File: config.mk
export PLATFORM = sky130hd
export DESIGN_NAME = cpu_run_ctrl
export DESIGN_NICKNAME = d
export VERILOG_FILES = /design/src/rtl/cpu_run_ctrl.sv
export SDC_FILE = /design/constraint.sdc
export NUM_CORES = 1
export LEC_CHECK = 0
export CAP_MARGIN = 0
export CORE_MARGIN = 8
export CORE_UTILIZATION = 31
export DETAILED_ROUTE_END_ITERATION = 10
export HOLD_SLACK_MARGIN = 0.03
export PLACE_DENSITY = 0.74
export REMOVE_ABC_BUFFERS = 1
export SYNTH_ARGS = -nofsm -noshare
export SYNTH_HDL_FRONTEND = slang
export SYNTH_SLANG_ARGS = --single-unit
File: constraint.sdc
create_clock -name CLK -period 1.9 [get_ports CLK]
set_input_delay 0.285 -clock CLK [delete_from_list [all_inputs] [get_ports CLK]]
set_output_delay 0.285 -clock CLK [all_outputs]
set_load 0.02 [all_outputs]
File: src/rtl/cpu_run_ctrl.sv
// Run/halt/single-step sequencer for the single-cycle MIPS core; optional PC breakpoint under MINI_CPU_BREAKPOINT_EN.
// Latency: a request sampled at edge N changes state at N, and cpu_en follows in the next cycle.
// Backpressure: none; requests are levels, and cpu_en gates PC, register-file and data-RAM writes.
module cpu_run_ctrl #(
  parameter int CNT_W = 32
) (
  input  logic             CLK,
  input  logic             RST,
  input  logic             run_req,
  input  logic             halt_req,
  input  logic             step_req,
  input  logic [31:0]      pc,
  input  logic [31:0]      bp_addr,
  input  logic             bp_valid,
  output logic             cpu_en,
  output logic             running,
  output logic [1:0]       halt_reason,
  output logic [CNT_W-1:0] instr_count
);

  typedef enum logic [1:0] {
    S_HALTED = 2'd0,
    S_RUN    = 2'd1,
    S_STEP   = 2'd2,
    S_BRK    = 2'd3
  } state_t;

  localparam logic [1:0] HR_RESET = 2'd0;
  localparam logic [1:0] HR_HALT  = 2'd1;
  localparam logic [1:0] HR_STEP  = 2'd2;
  localparam logic [1:0] HR_BP    = 2'd3;

  state_t     state_q;
  state_t     state_d;
  logic [1:0] reason_d;
  logic       bp_hit;

`ifdef MINI_CPU_BREAKPOINT_EN
  logic bp_skip_q;

  // bp_skip lets the breakpoint instruction execute once after resuming from BRK.
  assign bp_hit = bp_valid && (pc == bp_addr) && !bp_skip_q;

  always_ff @(posedge CLK) begin
    if (RST) begin
      bp_skip_q <= 1'b0;
    end else if (cpu_en) begin
      bp_skip_q <= 1'b0;
    end else if ((state_q == S_BRK) && !halt_req && (step_req || run_req)) begin
      bp_skip_q <= 1'b1;
    end
  end
`else
  logic unused_bp;

  assign bp_hit    = 1'b0;
  assign unused_bp = ^{pc, bp_addr, bp_valid};
`endif

  always_comb begin
    state_d  = state_q;
    reason_d = halt_reason;
    cpu_en   = 1'b0;
    case (state_q)
      S_HALTED, S_BRK: begin
        if (halt_req) begin
          state_d = state_q;
        end else if (step_req) begin
          state_d = S_STEP;
        end else if (run_req) begin
          state_d = S_RUN;
        end
      end
      S_RUN: begin
        cpu_en = !bp_hit;
        if (halt_req) begin
          state_d  = S_HALTED;
          reason_d = HR_HALT;
        end else if (bp_hit) begin
          state_d  = S_BRK;
          reason_d = HR_BP;
        end
      end
      S_STEP: begin
        cpu_en   = 1'b1;
        state_d  = S_HALTED;
        reason_d = HR_STEP;
      end
      default: begin
        state_d = S_HALTED;
      end
    endcase
  end

  always_ff @(posedge CLK) begin
    if (RST) begin
      state_q     <= S_HALTED;
      halt_reason <= HR_RESET;
      running     <= 1'b0;
    end else begin
      state_q     <= state_d;
      halt_reason <= reason_d;
      running     <= (state_d == S_RUN) || (state_d == S_STEP);
    end
  end

  // Counter wraps silently at full scale.
  always_ff @(posedge CLK) begin
    if (RST) begin
      instr_count <= '0;
    end else if (cpu_en) begin
      instr_count <= instr_count + CNT_W'(1);
    end
  end

endmodule

Word-level counts from Yosys, hierarchy flattened

Index checks and enable logic that the tools add are counted.

Add/sub/neg operators: 1
Mux-type cells: 8
Reductions and logical operators: 6
Equality and inequality tests: 6

Operators by type and width:

| cell                                                                  | count |
|---|---|
| 32-bit by 1-bit adder with 32-bit output, second input constant       | 1 |
| 2-bit 2-to-1 mux                                                      | 5 |
| 2-bit equality test, second input constant                            | 3 |
| 2-bit one-hot mux with 3 select lines                                 | 1 |
| 2-bit by 1-bit equality test with 1-bit output, second input constant | 2 |
| 2-bit one-hot mux with 2 select lines                                 | 1 |
| 2-bit OR reduction                                                    | 2 |
| 2-bit logical NOT                                                     | 1 |
| 2-bit inequality test, second input constant                          | 1 |
| 2-bit AND reduction                                                   | 1 |
| 2-bit nonzero test                                                    | 1 |
| 1-bit logical OR                                                      | 1 |
| 1-bit 2-to-1 mux                                                      | 1 |

Output and inout bits: 36
Input port bits: 70
Logic and storage cells: 25
Register bits after elaboration: 37

Logic depth before layout (Yosys ltp)

Depth in word-level cells: 6
Gate-level depth with buffers: 8
Mapped depth without buffers: 7

Worst setup path after synthesis

No wires, ideal clock.

Path kind: register -> register
Start point: register state_q[0]
End point: register instr_count[19]
Cell stages (with the launch flop): 8
Data arrival time: 1894 ps
Setup time: 128 ps
Required time: 1772 ps
Setup slack: -121 ps
Buffers on the path: 0
Period minus slack after synthesis: 2021 ps
Cells stage by stage: dfxtp_1 > inv_1 > ha_1 > nand4b_2 > or4_4 > nor3_1 > xnor2_1 > nor2_1

Longest elaborated chain between the ends: 3
Elaborated cells between the ends (all ways): 4
Those cells by class: 2 x eq/ne; 1 x mux; 1 x reduce/logical

Ends and longest elaborated chain:

| what                                                                                  | line | RTL |
|---|---|---|
| from (decl)                                                                           | 33   | `state_t state_q;` |
| from (signal assigned)                                                                | 101  | `state_q <= state_d;` |
| 2-bit by 1-bit equality test with 1-bit output or 2-bit equality test (tied branches) | 64   | `case (state_q)` |
| 2-bit OR reduction (no line) *                                                        | n/a  |  |
| 1-bit 2-to-1 mux *                                                                    | 64   |  |
| to (signal assigned)                                                                  | 112  | `instr_count <= instr_count + CNT_W'(1);` |
| to (decl)                                                                             | 18   | `output logic [CNT_W-1:0] instr_count` |

Mark *: on every way between the ends. The rest lies on a longest branch, timed or not.
A chain may end at the register's enable or synchronous reset.

Worst setup path in the final report

Start point: register state_q[0]
End point: register instr_count[25]

The elaborated chain is that of the path after synthesis.

==> results.py <==
metrics = {
    "place": {
        "dp_hpwl_mm": 3.04,
        "placed_area_um2": 2370,
        "port-buffer-count": 40,
        "globalplace.congestion": 0.769,
    },
    "finish": {
        "nFillCells": 536,
        "fin_area_um2": 2610,
        "seq_area_um2": 743,
        "final_core_util_pct": 47.1,
        "layout-drive-gt1-share_pct": 18.9,
        "multi_input_area_um2": 1060,
        "area_delta_synth_final_pct": 45.0,
        "nets": 337,
        "diodes": 0,
    },
    "floorplan": {
        "core_um2": 5540,
        "die_y_um": 92.2,
        "start_util_pct": 32.5,
        "ios": 106,
        "dieArea_um2": 8490,
        "fp.dieW_um": 92.2,
        "placementRows": 27,
    },
    "power": {
        "p_per_area_nw_per_um2": 626,
        "p_leak_nw": 0.989,
        "fin_total_pwr_mw": 1.63,
        "ir_drop_mv": 0.315,
    },
    "worst_setup_path": {
        "criticalPathCategory": "flip-flop to flip-flop",
        "critPathCaptureType": "flip-flop",
        "cp.arrival_ns": 2.09,
        "crit_path_start_kind": "flip-flop",
        "startpoint": "state_q[0]$_SDFF_PP0_",
        "crit_fanout": 4,
        "required_ns": 2.08,
        "r2r_start": "state_q[0]$_SDFF_PP0_",
    },
    "synth": {
        "synth_warnings": 0,
        "syn_inst": 203,
        "ys_seq_elements": 37,
        "synth.distinct_cells": 36,
        "syn_area_um2": 1800,
        "synth-async-reset-ratio_pct": 0,
        "yosysSeqAreaShare_pct": 41.2,
        "post-synth-top-count-cell": "nor2_1",
        "ys_top_cells_by_count": "40 x nor2_1, 37 x dfxtp_1, 16 x xor2_1",
        "synth-edff-count": 0,
        "synth_area_per_cell_um2": 8.86,
        "synth_top_area_share_pct": 41.2,
        "ys.flop_type": "dfxtp_1",
        "yosysTopAreaCell": "dfxtp_1",
        "synth_top_cells_by_area": "dfxtp_1 41%, nor2_1 8.4%, xor2_1 7.8%",
    },
    "clocking": {
        "ctsHoldBuffers": 0,
        "cts.sinks": 37,
        "numCtsBuffers": 5,
        "clk_pin_slew_worst_paths_ns": 0.08,
        "cts-root-buf": "clkbuf_8",
        "cts_buffer_depth": 2,
        "h-tree-depth": 2,
        "clk_latency_ns": 0.29,
        "cts_tree": "built",
    },
    "timing": {
        "rsz0062_at_grt": "yes",
        "timing.hold.ws_ns": 0.493,
        "setup_viol": 1,
        "finalHoldViolCount": 0,
        "setup_ws_ns": -0.00962,
        "skew_ns": 0.00584,
        "finalCriticalPeriod_ns": 1.91,
        "slew_viol_final": 0,
        "max_freq_mhz": 524,
        "final.period_utilization_pct": 101,
        "tightest_slew_ns": 0.377,
        "maxSlewHeadroom_pct": 74.9,
    },
    "route": {
        "vias": 1578,
        "drc_errors": 0,
        "viasPerCell": 4.68,
        "drtIter0Drc": 58,
        "final_antenna_net_count": 0,
        "wl_per_cell_um": 12.5,
        "routed_wl_mm": 4.22,
        "firstDrtPassIters": 4,
    },
    "global_route": {
        "grt_start_max_net_pins": 38,
        "grt_usage_pct": 10.3,
        "grt_overflow_total": 0,
        "grt_pass1_wl_mm": 7.20,
        "grt_pass1_vias": 1586,
        "antenna_found_initial": 0,
    },
    "worst_hold_path": {
        "hp-class": "flip-flop to flip-flop",
        "hold_start": "halt_reason[1]$_SDFFE_PP0P_",
    },
    "run_status": {
        "failed_checks": "setup timing",
        "status": "finished, violations left",
    },
    "run": {
        "cap_violations": 0,
    },
}
-- power breakdown --
group          total, mW  internal [mW]  switching [mW]  leakage [nW]
Combinational      0.124         0.0588          0.0656         0.632
Clock              0.709          0.427           0.282        0.0574
Sequential         0.800          0.787          0.0128         0.300
-- final cells by class --
cell class / instances / area share, %
clock buffer: 6 / 3.17
inverter: 7 / 1.01
multi-input combinational: 152 / 40.6
timing repair buffer: 61 / 21.8
tap: 72 / 3.45
clock inverter: 2 / 1.44
sequential: 37 / 28.5
-- repair_timing --
item	in CTS	in global routing
gates resized for setup	10	3
pin swaps	4	4
buffers inserted	1	3
endpoints found under the setup margin	12	9
-- cells by family (layout without fill, tap and decap cells) --
kind of cell,Yosys count,after routing,share of synthesized area (%)
compound gates,8,8,2.51
flops,37,37,41.2
fa+ha+maj,3,3,2.09
mux,1,1,0.557
simple gates,109,109,34.7
xor+xnor,31,31,15.1
buf+inv,14,76,3.83
-- sequential cells by signal, indices dropped and copies added, names as in the netlist --
register     cells
instr_count     32
state_q          2
halt_reason      2
running          1
-- placed cells by master, fill, tap and decap left out, drive strengths merged, types with 8 or more instances in the layout --
cell,Yosys,routed
buf,4,21
xnor2,15,15
nor3,8,8
nand3,13,13
xor2,16,16
clkdlybuf4s50,0,39
dfxtp,37,37
nand4,8,8
nand2,13,13
nor2,40,40
-- path summary, 6_finish.rpt --
| path | slack [ns] | endpoint | cells after the start |
|---|---|---|---|
| min reg2reg | 0.49 | halt_reason[1]$_SDFFE_PP0P_ | 2 |
| max reg2reg | -0.01 | instr_count[25]$_SDFFE_PP0N_ | 8 |
| min | 0.49 | halt_reason[1]$_SDFFE_PP0P_ | 2 |
| max | -0.01 | instr_count[25]$_SDFFE_PP0N_ | 8 |
-- critical path, stage by stage (launching register included) --
cell      delay, ns
dfxtp_2        0.34
inv_2          0.04
ha_4           0.21
nand4b_4       0.16
or4_4          0.54
buf_12         0.16
nor4_4         0.13
xnor2_1        0.16
nor2_1         0.06
-- stage by stage --
step | instances | setup slack, ns | setup TNS [ns]
3_5_place_dp | 325 | -0.105 | -0.556
5_1_grt | 337 | -0.0822 | -0.316
4_1_cts | 334 | -0.0546 | -0.0546
2_1_floorplan | 196 | -0.249 | -1.45
6_report | 337 | -0.00962 | -0.00962
3_3_place_gp | 325 | -0.0454 | -0.157
-- per-layer routing --
metal	global-route usage, %	part of all wire [%]
met1	11.3	43
met2	17.3	49
met3	4.56	6.2
met4	3.62	1.3
met5	0	0
(Power assumes the default switching activity.)
